**src/rtl/fft_stage_ctrl.sv**
```systemverilog
// In-place radix-2 DIT FFT sequencer: issues butterfly read/twiddle addresses
// stage by stage and writes results back after a fixed butterfly latency.
module fft_stage_ctrl #(
  parameter int N          = 8,
  parameter int LOG_N      = 3,
  parameter int BF_LATENCY = 2
) (
  input  logic             clk,
  input  logic             rst_n,
  input  logic             start,
  output logic             busy,
  output logic             done,
  output logic             error,
  output logic [LOG_N-1:0] stage,
  output logic [LOG_N-1:0] rd_addr0,
  output logic [LOG_N-1:0] rd_addr1,
  output logic [LOG_N-2:0] tw_addr,
  output logic             bf_valid,
  input  logic             bf_ret_valid,
  output logic [LOG_N-1:0] wr_addr0,
  output logic [LOG_N-1:0] wr_addr1,
  output logic             wr_en
);

  localparam int DW = $clog2(BF_LATENCY + 1);
  localparam logic [LOG_N-1:0] LAST_B = LOG_N'(N / 2 - 1);
  localparam logic [LOG_N-1:0] LAST_S = LOG_N'(LOG_N - 1);

  typedef enum logic [1:0] {IDLE, RUN, DRAIN, FIN} state_t;

  state_t           r_state;
  logic [LOG_N-1:0] r_b;
  logic [DW-1:0]    r_dcnt;
  logic             r_busy, r_done, r_error, r_bf_valid;
  logic [LOG_N-1:0] r_stage, r_rd0, r_rd1;
  logic [LOG_N-2:0] r_tw;

  logic [BF_LATENCY-1:0]            r_vld_pipe;
  logic [BF_LATENCY-1:0][LOG_N-1:0] r_wa0_pipe, r_wa1_pipe;

  logic [LOG_N-1:0] w_iss_s, w_iss_b, w_half, w_pos, w_grp, w_rd0, w_rd1, w_tw_sh;
  logic [LOG_N-2:0] w_tw;

  // Butterfly that the next issue cycle will present: first of a stage when
  // leaving IDLE/DRAIN, otherwise the successor of the one on the outputs.
  always_comb begin
    w_iss_s = r_stage;
    w_iss_b = r_b + 1'b1;
    if (r_state == IDLE) begin
      w_iss_s = '0;
      w_iss_b = '0;
    end else if (r_state == DRAIN) begin
      w_iss_s = r_stage + 1'b1;
      w_iss_b = '0;
    end
    w_half  = LOG_N'(1) << w_iss_s;
    w_pos   = w_iss_b & (w_half - 1'b1);
    w_grp   = w_iss_b >> w_iss_s;
    w_rd0   = (w_grp << (w_iss_s + 1'b1)) | w_pos;
    w_rd1   = w_rd0 + w_half;
    w_tw_sh = LAST_S - w_iss_s;
    w_tw    = (LOG_N-1)'(w_pos << w_tw_sh);
  end

  always_ff @(posedge clk) begin
    if (!rst_n) begin
      r_state    <= IDLE;
      r_b        <= '0;
      r_dcnt     <= '0;
      r_busy     <= 1'b0;
      r_done     <= 1'b0;
      r_error    <= 1'b0;
      r_bf_valid <= 1'b0;
      r_stage    <= '0;
      r_rd0      <= '0;
      r_rd1      <= '0;
      r_tw       <= '0;
    end else begin
      r_done  <= 1'b0;
      r_error <= r_error | (bf_ret_valid != r_vld_pipe[BF_LATENCY-1]) | (start & r_busy);
      case (r_state)
        IDLE: if (start) begin
          r_state    <= RUN;
          r_busy     <= 1'b1;
          r_bf_valid <= 1'b1;
          r_stage    <= w_iss_s;
          r_b        <= w_iss_b;
          r_rd0      <= w_rd0;
          r_rd1      <= w_rd1;
          r_tw       <= w_tw;
        end
        RUN: if (r_b == LAST_B) begin
          r_state    <= DRAIN;
          r_bf_valid <= 1'b0;
          r_dcnt     <= DW'(1);
        end else begin
          r_b   <= w_iss_b;
          r_rd0 <= w_rd0;
          r_rd1 <= w_rd1;
          r_tw  <= w_tw;
        end
        // Hold off the next stage until its last write has committed.
        DRAIN: if (r_dcnt == DW'(BF_LATENCY)) begin
          if (r_stage == LAST_S) begin
            r_state <= FIN;
            r_done  <= 1'b1;
            r_busy  <= 1'b0;
          end else begin
            r_state    <= RUN;
            r_bf_valid <= 1'b1;
            r_stage    <= w_iss_s;
            r_b        <= w_iss_b;
            r_rd0      <= w_rd0;
            r_rd1      <= w_rd1;
            r_tw       <= w_tw;
          end
        end else begin
          r_dcnt <= r_dcnt + 1'b1;
        end
        FIN:     r_state <= IDLE;
        default: r_state <= IDLE;
      endcase
    end
  end

  always_ff @(posedge clk) begin
    if (!rst_n) begin
      r_vld_pipe <= '0;
      r_wa0_pipe <= '0;
      r_wa1_pipe <= '0;
    end else begin
      r_vld_pipe[0] <= r_bf_valid;
      r_wa0_pipe[0] <= r_rd0;
      r_wa1_pipe[0] <= r_rd1;
      for (int i = 1; i < BF_LATENCY; i++) begin
        r_vld_pipe[i] <= r_vld_pipe[i-1];
        r_wa0_pipe[i] <= r_wa0_pipe[i-1];
        r_wa1_pipe[i] <= r_wa1_pipe[i-1];
      end
    end
  end

  assign busy     = r_busy;
  assign done     = r_done;
  assign error    = r_error;
  assign stage    = r_stage;
  assign rd_addr0 = r_rd0;
  assign rd_addr1 = r_rd1;
  assign tw_addr  = r_tw;
  assign bf_valid = r_bf_valid;
  assign wr_en    = r_vld_pipe[BF_LATENCY-1];
  assign wr_addr0 = r_wa0_pipe[BF_LATENCY-1];
  assign wr_addr1 = r_wa1_pipe[BF_LATENCY-1];

endmodule

```
**config.mk**
```make
export PLATFORM = sky130hd
export DESIGN_NAME = fft_stage_ctrl
export DESIGN_NICKNAME = d
export VERILOG_FILES = /design/src/rtl/fft_stage_ctrl.sv
export SDC_FILE = /design/constraint.sdc
export NUM_CORES = 1
export LEC_CHECK = 0
export CORE_AREA = 4 4 63 65
export CTS_CLUSTER_SIZE = 40
export DETAILED_ROUTE_END_ITERATION = 8
export DIE_AREA = 0 0 67 69
export PLACE_DENSITY = 0.77
export SLEW_MARGIN = 20
export SYNTH_ARGS = -nofsm -noshare
export SYNTH_HDL_FRONTEND = slang
export SYNTH_SLANG_ARGS = --single-unit
```
**constraint.sdc**
```tcl
create_clock -name clk -period 3.57 [get_ports clk]
set_input_delay 0.5355 -clock clk [delete_from_list [all_inputs] [get_ports clk]]
set_output_delay 0.5355 -clock clk [all_outputs]
set_load 0.005 [all_outputs]
```
-- After elaboration in Yosys (flattened, before gate mapping)
Cells that the tools add are included.
W data, S select, Z words.
- register bits: 36
- input bits: 4
- output and inout bits: 22
- word-level logic and storage cells: 102
- add/sub/neg operators: 7
- eq/ne operators: 14
- shift-type cells: 4
- multiplexer cells: 45
- bitwise operators: 5
- reduce and logical (&&, ||, !) cells: 11
- operators by type and width (cell ; number):
    $mux W3 ; 19
    $pmux W3 S3 ; 3
    $mux W2 ; 10
    $ne A2 B2 Y1 const B ; 5
    $reduce_and A5 Y1 ; 2
    $add A3 B1 Y3 const B ; 3
    $reduce_and A3 Y1 ; 3
    $pmux W2 S4 ; 1
    $reduce_and A4 Y1 ; 2
    $mux W1 ; 7
    $eq A2 B2 Y1 const B ; 3
    $eq A3 B2 Y1 const B ; 2
    $pmux W2 S3 ; 1
    $pmux W3 S2 ; 1
    $ne A2 B1 Y1 const B ; 2
    $pmux W2 S2 ; 1
    $reduce_bool A2 Y1 ; 2
    $add A3 B3 Y3 ; 1
    $and A3 B3 Y3 ; 1
    $or A3 B3 Y3 ; 1
    $pmux W1 S3 ; 1
    $reduce_bool A3 Y1 ; 1
    $shl A1 B3 Y3 const A ; 1
    $shl A3 B3 Y2 ; 1
    11 further kinds ; 12

-- Logic depth before layout (Yosys ltp)
Gate-level depths: netlist (run 1).
- depth in word-level cells: 11
- depth in mapped cells: 14
- gate-level depth less buffers: 14

-- Worst setup path before layout (run 1)
OpenSTA, ideal clock, no wires.
- path kind: register to register
- start point: reg r_stage[0] (netlist: stage[0])
- end point: reg r_rd1[2] (netlist: rd_addr1[2])
- arrival time: 2.799 ns
- required time: 3.455 ns
- slack: 0.656 ns
- stages on the path, launching flop included: 15
- path buffers: 0
- clock period less this slack: 2.914 ns
- path through: dfxtp_1 -> inv_1 -> ha_1 -> nand2b_1 -> o21a_1 -> ha_1 -> and3_1 -> inv_1 -> ha_1 -> nor2_1 -> a41o_1 -> fa_1 -> xor2_1 -> xnor2_1 -> o21ba_1
- cells in the longest elaborated chain, start to end: 11
- elaborated cells between the ends (all ways): 19
- ends and longest elaborated chain (element ; line ; source):
    start: declaration ; 35 ; logic [LOG_N-1:0] r_stage, r_rd0, r_rd1;
    start signal: assignment ; 86 ; r_stage <= w_iss_s;
    start signal: assignment ; 111 ; r_stage <= w_iss_s;
    $add A3 B1 Y3 ; 53 ; w_iss_s = r_stage + 1'b1;
    $mux W3 * ; 52 ; end else if (r_state == DRAIN) begin
    $mux W3 * ; 49 ; if (r_state == IDLE) begin
    parallel branches: the longest is 3 deep, another holds $add A3 B1 Y3 ; - ;
    $or A3 B3 Y3 * ; 59 ; w_rd0 = (w_grp << (w_iss_s + 1'b1)) | w_pos;
    named net w_rd0[1] ; 41 ; logic [LOG_N-1:0] w_iss_s, w_iss_b, w_half, w_pos, w_grp, w_rd0, w_rd1, w_tw_sh;
    $add A3 B3 Y3 * ; 60 ; w_rd1 = w_rd0 + w_half;
    $mux W3 ; 104 ; if (r_stage == LAST_S) begin
    $mux W3 ; 103 ; DRAIN: if (r_dcnt == DW'(BF_LATENCY)) begin
    $pmux W3 S3 * ; 81 ; case (r_state)
    end signal: assignment ; 89 ; r_rd1 <= w_rd1;
    end signal: assignment ; 99 ; r_rd1 <= w_rd1;
    end signal: assignment ; 114 ; r_rd1 <= w_rd1;
    end: declaration ; 35 ;
Mark *: on every way through the listed nets, which the timed path passes. The select of a mux whose other input is x is not followed.
A chain may end at the register's enable or synchronous reset.

-- Worst setup path after layout (run 1)
Same ends and word-level chain as after synthesis.

==> results of run 1 <==
[path summary, 6_finish.rpt]
kind,startpoint,end,depth (start not counted)
worst min-delay path,r_wa1_pipe[2]$_SDFF_PN0_,wr_addr1[2]$_SDFF_PN0_,1
worst max-delay path,stage[0]$_SDFFE_PN0P_,rd_addr1[2]$_SDFFE_PN0P_,14
worst min register to register,r_wa1_pipe[2]$_SDFF_PN0_,wr_addr1[2]$_SDFF_PN0_,1
worst max register to register,stage[0]$_SDFFE_PN0P_,rd_addr1[2]$_SDFFE_PN0P_,14
[stage by stage]
step | cells | setup slack [ns] | power [uW] | utilization [%] | instance area (um^2)
finish | 262 | 0.393 | 838 | 61.7 | 2060
global route | 262 | 0.211 | 882 | 61.7 | 2060
CTS | 262 | 0.417 | 845 | 61.7 | 2060
detailed placement | 254 | 0.449 | 562 | 59.3 | 1980
global placement | 254 | 0.563 | 558 | 59.3 | 1980
floorplan | 193 | 0.656 | 513 | - | 1730
[cell type report]
| type | count | area (um^2) | share of cell area (%) |
|---|---|---|---|
| clock buffer | 5 | 37.5 | 1.82 |
| clock inverter | 3 | 42.5 | 2.07 |
| inverter | 10 | 37.5 | 1.82 |
| multi-input combinational | 135 | 897 | 43.6 |
| sequential | 36 | 721 | 35.0 |
| tap | 46 | 57.6 | 2.80 |
| timing repair buffer | 27 | 265 | 12.9 |
[where the power goes]
part	total, uW	internal (uW)	switching, uW	leakage, uW
Sequential	439	423	16.0	0.000294
Clock	286	146	140	0.0000412
Combinational	113	59.9	53.2	0.000510
Total	838	629	209	0.000846
[routing by layer]
metal / vias to the layer above / part of all wire [%] / track usage, %
met5: - / 0 / 0
met2: 28 / 48 / 28.8
met4: 0 / 1.6 / 6.08
met3: 7 / 5.2 / 5.68
met1: 649 / 45 / 19.3
li1: 688 / - / -
[cell usage after synthesis, types with 3 or more instances]
library cell	instances	area, um^2
o21ba_1	3	30.0
o21a_1	4	30.0
dfxtp_1	36	721
and2_1	16	100
a21oi_1	12	60.1
nand2b_1	6	37.5
clkbuf_1	3	11.3
o21ai_0	4	20.0
ha_1	11	138
inv_1	10	37.5
buf_4	8	60.1
nand2_1	17	63.8
nor2_1	18	67.6
xnor2_1	5	43.8
nand3_1	4	20.0
nor3_1	3	15.0
[flip-flops by register name, indices dropped and copies added, names as in the netlist, 2 cells and up]
register    flops
r_b             3
r_dcnt          2
r_state         2
r_vld_pipe      2
r_wa0_pipe      3
r_wa1_pipe      3
rd_addr0        3
rd_addr1        3
stage           3
tw_addr         2
wr_addr0        3
wr_addr1        3
[kinds of logic (layout without fill, tap and decap cells)]
| kind of cell | after synthesis | in the layout | share of synthesized area, % |
|---|---|---|---|
| AND/OR/NAND/NOR | 77 | 77 | 23.0 |
| AO/OA/AOI/OAI | 38 | 38 | 15.4 |
| adder cells (fa/ha/maj) | 12 | 12 | 9.10 |
| multiplexers | 2 | 2 | 1.23 |
| flip-flops | 36 | 36 | 41.6 |
| XOR/XNOR | 6 | 6 | 3.03 |
| buffers and inverters | 22 | 45 | 6.58 |
[worst reg2reg max path, cell delays in order (launching register included)]
cell      delay (ns)
dfxtp_1         0.50
inv_1           0.14
ha_1            0.29
nand2b_1        0.13
o21a_1          0.19
ha_1            0.16
and3_1          0.19
inv_1           0.06
ha_1            0.29
nor2_1          0.05
a41o_1          0.23
fa_1            0.41
xor2_1          0.18
xnor2_1         0.12
o21ba_1         0.16
==> impl_metrics.tcl, run 1 <==
set metrics [dict create \
    fmax_mhz 315 \
    end_kind "flip-flop" \
    syn-cell-area_um2 1730 \
    routed_wirelength_um 3510 \
    antenna_found_initial 0 \
    dominantRegCellSynth "dfxtp_1" \
    cp_common_cell "ha_1" \
    drive_gt1_share_pct 7.87 \
    final_cell_mix "dfxtp_1 (36), clkdlybuf4s50_1 (25), nor2_1 (18)" \
    nFillCells 310 \
    hold_viol_final 0 \
    path_buf_inv 2 \
    grt_pass1_vias 1380 \
    status "completed" \
    async_reset_ff_share_pct 0 \
    path_class "flip-flop to flip-flop" \
    post_cts_buffers 0 \
    remaining_drc_errors 0 \
    ios 26 \
    period_needed_ns 3.18 \
    worst-path-max-fanout 8 \
    viasPerCell 5.24 \
    fin_setup_tns_ns 0 \
    holdWs_ns 0.447 \
    netlist_instances 193 \
    diodes 0 \
    min_period_over_period_pct 89.0 \
    critPathRequiredTime_ns 3.82 \
    rsz0062_at_grt "false" \
    dr.pass1.iters 4 \
    max_cap_violations 0 \
    dr.first_iter.drc_count 25 \
    irDropWorstVdd_mv 0.235 \
    final_common_cell "dfxtp_1" \
    postCtsResizedCells 0 \
    path_clk_slew_ns 0.11 \
    die-area_um2 4620 \
    yosys.cell_types.count 42 \
    p_leak_uw 0.000846 \
    ys_ff_latch 36 \
    cpPeakStageDelay_ns 0.50 \
    setup_viol 0 \
    worstPathCellList "inv_1 > ha_1 > nand2b_1 > o21a_1 > ha_1 > and3_1 > inv_1 > ha_1 > nor2_1 > a41o_1 > fa_1 > xor2_1 > xnor2_1 > o21ba_1" \
    relSlewSlack_pct 63.6 \
    cp_top_family "adder cells" \
    grt_pass1_wl_um 6120 \
    cts_buffers 5 \
    die_height_um 69 \
    port_buffers 25 \
    syn-num-nets 209 \
    finalNetCount 231 \
    cts_hold_buf 0 \
    clock_path_buffers 2 \
    skew_ns 0.00520 \
    worstSetupStartpointType "flip-flop" \
    seq_area_frac_synth_pct 41.6 \
    cts.htree.levels 2 \
    critPathSlowestCell "dfxtp_1" \
    cts.sinks 36 \
    avgSynthCellArea_um2 8.97 \
    cts-root-buf "clkbuf_4" \
    drv_slew 0 \
    core_area_um2 3340 \
    die_width_um 67 \
    via_count 1372 \
    grt-ovfl-total 0 \
    wl_per_cell_um 13.4 \
    initial_utilization_pct 51.9 \
    dp_hpwl_um 2570 \
    cts_tree "yes" \
    area.growth.synth_to_final_pct 18.9 \
    gp_congestion 0.852 \
    power_density_nw_per_um2 407 \
    ff2ff_setup_slack_ns 0.39 \
    worstHoldPathType "flip-flop to flip-flop" \
    grt_use_total_pct 17.0 \
    grt_max_degree 22 \
    rows 21 \
    worst_slew_pin_slew_ns 0.546 \
    arrival_ns 3.43 \
    ant_nets 0 \
    yosysWarnings 0 \
    clk_latency_ns 0.35 \
    synth_edf_count 0 \
]
No activity file was read; power rests on OpenSTA's default activity.
==> run 2: changes to the inputs <==
Settings changed: ABC_AREA from default to 1, CORE_AREA 4 4 63 65 to 4 4 66 68, DIE_AREA 0 0 67 69 to 0 0 70 72.
==> run 2 against run 1 <==
  * Non-clock buffer count down 1
  * Critical endpoint unchanged
  * Highest routed layer unchanged
  * Cell count is 23% higher
  * Via count grew 13%
  * Synthesized area increased by 13%
  * Global-route usage decreased by 1.4 points
  * Sequential power rose by 43%
  * Sequential share of layout area is 3.1 points lower
  * Core utilization down 3.1 points
  * Combinational power rose to 10 times the previous value
  * Critical path type unchanged
==> impl_metrics.tcl, run 2 <==
set metrics [dict create \
    status "completed" \
    core_area_um2 3860 \
    initial_utilization_pct 50.6 \
    finalNetCount 287 \
    synth_mux_area_share_pct 0 \
    die-area_um2 5040 \
    drv_slew 0 \
    dr.first_iter.drc_count 72 \
    cts_buffers 5 \
    power_density_nw_per_um2 909 \
    rows 23 \
    grt-ovfl-total 0 \
    postCtsResizedCells 0 \
    cp_top_family "adder cells" \
    rsz0062_at_grt "false" \
    path_clk_slew_ns 0.08 \
    cp_common_cell "nand2_1" \
    yosys.area_share.simple_pct 26.2 \
    antenna_found_initial 0 \
    cts.sinks 36 \
    netlist_instances 250 \
    p_leak_uw 0.00113 \
    grt_use_total_pct 15.6 \
    viasPerCell 4.81 \
    synth_top_cells_by_count "inv_1 (41), nand2_1 (39), dfxtp_1 (36)" \
    min_from "r_wa0_pipe[1]$_SDFF_PN0_" \
    yosysWarnings 0 \
    critPathSlowestCell "dfxtp_1" \
    hold_viol_final 0 \
    dp_hpwl_um 2690 \
    period_needed_ns 3.03 \
    arrival_ns 3.19 \
    remaining_drc_errors 0 \
    seq_area_frac_synth_pct 37.0 \
    via_count 1549 \
    p_total_uw 2050 \
    end_kind "flip-flop" \
    port_buffers 25 \
    synth_edf_count 0 \
    cts.htree.levels 2 \
    worstPathCellList "inv_4 > nand3_1 > nand2_1 > inv_2 > ha_1 > inv_1 > nor2_2 > inv_2 > ha_1 > nor2_1 > inv_1 > nand2_1 > fa_1 > xor2_1 > nand3_1 > nand2_1 > a21oi_2" \
    final_cell_mix "inv_1 (41), nand2_1 (39), dfxtp_1 (36)" \
    post_cts_buffers 0 \
    cp-startpoint "r_state[0]$_SDFFE_PN0P_" \
    syn-cell-area_um2 1950 \
    dr.pass1.iters 4 \
    r2r-start "r_state[0]$_SDFFE_PN0P_" \
    area.growth.synth_to_final_pct 15.8 \
    synth-xor-area-share_pct 0.899 \
    gp_congestion 0.809 \
    path_buf_inv 5 \
    path_class "flip-flop to flip-flop" \
    fin_setup_tns_ns 0 \
    cts_hold_buf 0 \
    die_width_um 70 \
    synth-adder-area-share_pct 8.09 \
    cpPeakStageDelay_ns 0.55 \
    cts-root-buf "clkbuf_8" \
    wl_per_cell_um 11.1 \
    grt_pass1_vias 1434 \
    routed_wirelength_um 3590 \
    ant_nets 0 \
    yosys.cell_types.count 35 \
    relSlewSlack_pct 55.6 \
    clk_latency_ns 0.29 \
    synth_top_family_by_area "simple AND/OR/NAND/NOR gates" \
    worst-path-max-fanout 11 \
    synth.area.top_cells "dfxtp_1 (37%), inv_1 (7.9%), nand2_1 (7.5%)" \
    syn-num-nets 266 \
    fmax_mhz 330 \
    worstHoldPathType "flip-flop to flip-flop" \
    drive_gt1_share_pct 17.6 \
    synth_area_leader_cell "dfxtp_1" \
    async_reset_ff_share_pct 0 \
    min_period_over_period_pct 84.9 \
    cts_tree "yes" \
    synth_top_area_share_pct 37.0 \
    grt_pass1_wl_um 6320 \
    ios 26 \
    worstSetupStartpointType "flip-flop" \
    avgSynthCellArea_um2 7.80 \
    irDropWorstVdd_mv 0.422 \
    diodes 0 \
    clock_path_buffers 2 \
    critPathRequiredTime_ns 3.73 \
    synth-compound-area-share_pct 12.8 \
    ys_ff_latch 36 \
    dominantRegCellSynth "dfxtp_1" \
    yosysMostFrequentCell "inv_1" \
    worst_slew_pin_slew_ns 0.665 \
    final_common_cell "inv_1" \
    setup_viol 0 \
    grt_max_degree 17 \
    die_height_um 72 \
    skew_ns 0.00517 \
    max_cap_violations 0 \
]
[run 2: cell families after synthesis]
| family | count (synthesis) |
|---|---|
| simple gates | 97 |
| buf+inv | 63 |
| compound gates | 40 |
| flops | 36 |
| fa+ha+maj | 12 |
| xor+xnor | 2 |
[run 2: metal layers]
layer  part of all wire [%]  GRT usage (%)
met2                     48           26.1
met4                    2.1           7.02
met5                      0              0
met1                     46           19.3
met3                    3.9           3.60
[run 2: final timing paths]
kind              slack (ns)  cells past startpoint                       end
setup / recovery        0.54                     17  rd_addr1[2]$_SDFFE_PN0P_
setup reg to reg        0.54                     17  rd_addr1[2]$_SDFFE_PN0P_
hold reg to reg         0.42                      2    wr_addr0[1]$_SDFF_PN0_
hold / removal          0.42                      2    wr_addr0[1]$_SDFF_PN0_
[run 2: report_power, final]
group	internal (uW)	total, uW	switching, uW
sequential	528	629	101
combinational	454	1140	684
clock	136	285	149
total	1120	2050	934
[run 2: worst register-to-register path, cell delays in order, from the launching register on]
cell and delay [ns]:
dfxtp_1 0.55, inv_4 0.16, nand3_1 0.14, nand2_1 0.14, inv_2 0.22, ha_1 0.19
inv_1 0.04, nor2_2 0.13, inv_2 0.06, ha_1 0.28, nor2_1 0.06, inv_1 0.06
nand2_1 0.08, fa_1 0.41, xor2_1 0.19, nand3_1 0.09, nand2_1 0.08, a21oi_2 0.05
[run 2: area by class of cell]
class | count | area, um^2
multi-input combinational | 151 | 935
fill | 357 | 1600
clock buffer | 5 | 68.8
tap | 50 | 62.6
inverter | 51 | 194
sequential | 36 | 721
timing repair buffer | 26 | 258
clock inverter | 3 | 18.8
[run 2: metrics by stage]
| stage | hold slack, ns | std cells | util, % | cell area [um^2] | setup slack, ns |
|---|---|---|---|---|---|
| 6_report | 0.417 | 322 | 58.5 | 2260 | 0.540 |
| 5_1_grt | 0.430 | 322 | 58.5 | 2260 | 0.289 |
| 4_1_cts | 0.418 | 322 | 58.5 | 2260 | 0.550 |
| 3_5_place_dp | 0.400 | 314 | 56.3 | 2170 | 0.574 |
| 3_3_place_gp | 0.393 | 314 | 56.3 | 2170 | 0.675 |
| 2_1_floorplan | 0.390 | 250 | - | 1950 | 0.864 |
==> run 3: changes to the inputs <==
Clock period 3.57 ns to 2.8 ns, I/O delays scaled along.
==> run 3 against run 2 <==
  * Non-clock buffer count grew 10
  * Total power grew 35%
  * Critical path depth grew 3
  * First-iteration DRC count grew 26%
  * Clock power grew 27%
  * Setup slack lost 0.41 ns
  * Via count grew 1.9%
==> impl_metrics.tcl, run 3 (synthesis gave the netlist of run 2 again) <==
set metrics [dict create \
    max_cap_violations 0 \
    antenna_found_initial 0 \
    power_density_nw_per_um2 1170 \
    p_int_uw 1540 \
    r2r_end "rd_addr1[2]$_SDFFE_PN0P_" \
    remaining_drc_errors 0 \
    grt_pass1_vias 1361 \
    ff2ff_setup_slack_ns 0.13 \
    critPathRequiredTime_ns 3.02 \
    finalNetCount 297 \
    drive_gt1_share_pct 22.7 \
    cp-startpoint "stage[0]$_SDFFE_PN0P_" \
    period_needed_ns 2.67 \
    holdPathStages 2 \
    status "completed" \
    sw_frac_of_total_pct 44.6 \
    via_count 1579 \
    die-area_um2 5040 \
    cp_common_cell "inv_1" \
    post-place-ws_ns 0.0480 \
    layout_setup_ws_ns 0.130 \
    die_height_um 72 \
    initial_utilization_pct 50.6 \
    path_buf_inv 7 \
    cts_tree "yes" \
    rr_worst_depth 20 \
    fmax_mhz 375 \
    holdWs_ns 0.412 \
    diodes 0 \
    grt_max_degree 28 \
    cts-root-buf "clkbuf_8" \
    routed_wirelength_um 3650 \
    cpPeakStageDelay_ns 0.37 \
    path_depth 20 \
    gp_congestion 0.814 \
    cts_buffers 5 \
    worst_slew_pin_slew_ns 0.407 \
    clk_latency_ns 0.28 \
    path_class "flip-flop to flip-flop" \
    skew_ns 0.00362 \
    grt_use_total_pct 14.9 \
    dr.first_iter.drc_count 91 \
    area.growth.synth_to_final_pct 21.8 \
    nFillCells 357 \
    worstPathCellList "inv_1 > ha_1 > inv_1 > nand3_2 > nand2_4 > inv_4 > ha_1 > inv_1 > nor2_2 > inv_2 > ha_1 > nor2_1 > inv_1 > nand2_1 > fa_2 > xor2_2 > inv_1 > nand2_1 > nand2_1 > a21oi_2" \
    clock_path_buffers 2 \
    min_from "r_wa1_pipe[1]$_SDFF_PN0_" \
    rows 23 \
    dr.pass1.iters 4 \
    final_cell_mix "inv_1 (41), nand2_1 (39), dfxtp_1 (35)" \
    cts.htree.levels 2 \
    irDropWorstVdd_mv 0.661 \
    endpoint "rd_addr1[2]$_SDFFE_PN0P_" \
    wl_per_cell_um 11.0 \
    cp_top_family "adder cells" \
    ant_nets 0 \
    grt-ovfl-total 0 \
    core_area_um2 3860 \
    end_kind "flip-flop" \
    grt_pass1_wl_um 5980 \
    path_clk_slew_ns 0.07 \
    finalCoreUtilization_pct 61.6 \
    arrival_ns 2.89 \
    pwr-share-comb_pct 58.8 \
    worstHoldPathType "flip-flop to flip-flop" \
    worstSetupStartpointType "flip-flop" \
    power_frac_seq_pct 28.2 \
    p_clk_share_pct 13.1 \
    worst-path-max-fanout 4 \
    dp_hpwl_um 2580 \
    viasPerCell 4.76 \
    port_buffers 25 \
    hold_viol_final 0 \
    r2r-start "stage[0]$_SDFFE_PN0P_" \
    p_leak_uw 0.00117 \
    final_common_cell "inv_1" \
    drv_slew 0 \
    setup_viol 0 \
    cts.sinks 36 \
    min_period_over_period_pct 95.4 \
    relSlewSlack_pct 72.8 \
    die_width_um 70 \
    ios 26 \
    power_switching_uw 1240 \
    critPathSlowestCell "fa_2" \
]
## run 3: cell type report
type                            count  area (um^2)  area share, %
Clock buffer                        5         68.8           2.90
Clock inverter                      3         18.8          0.791
Inverter                           51          196           8.28
Multi-Input combinational cell    151          972           41.0
Sequential cell                    36          722           30.4
Tap cell                           50         62.6           2.64
Timing Repair Buffer               36          333           14.0
## run 3: timing repair
item	CTS	global route
setup endpoints to repair	1	1
hold buffers	0	0
setup buffers	0	5
resized for setup	0	10
pin swaps	1	7
## run 3: per-layer routing
layer,track usage [%],wire (um),up-vias
met5,0,0,-
met4,7.66,80,0
met3,4.16,160,8
met2,23.6,1700,32
met1,18.5,1710,700
li1,-,-,839
## run 3: how the worst min path moves through the flow
stage                               endpoint
floorplan           r_vld_pipe[1]$_SDFF_PN0_
global placement      wr_addr0[2]$_SDFF_PN0_
detailed placement    wr_addr1[1]$_SDFF_PN0_
CTS                   wr_addr1[1]$_SDFF_PN0_
global route          wr_addr1[2]$_SDFF_PN0_
finish                wr_addr1[1]$_SDFF_PN0_
## run 3: worst reg2reg max path, delay by kind of cell, from the launching register on
| family | cells | cell delay (ns) |
|---|---|---|
| AND/OR/NAND/NOR | 7 | 0.54 |
| AO/OA/AOI/OAI | 1 | 0.12 |
| buffers and inverters | 7 | 0.38 |
| XOR/XNOR | 1 | 0.19 |
| flip-flops | 1 | 0.32 |
| adder cells (fa/ha/maj) | 4 | 1.05 |
## run 3: power by group through the flow
stage | Combinational [uW] | Clock (uW) | Sequential, uW
floorplan | 1140 | 0 | 785
global placement | 1490 | 0 | 788
detailed placement | 1510 | 0 | 792
CTS | 1530 | 374 | 781
global route | 1830 | 396 | 805
finish | 1630 | 363 | 781
## run 3: per-stage QoR
stage / instance area [um^2] / instances / TNS (ns) / total power (uW)
6_report: 2370 / 332 / 0 / 2770
5_1_grt: 2370 / 332 / -0.0790 / 3030
4_1_cts: 2290 / 327 / 0 / 2680
3_5_place_dp: 2210 / 319 / 0 / 2310
3_3_place_gp: 2210 / 319 / 0 / 2280
2_1_floorplan: 1950 / 250 / 0 / 1920
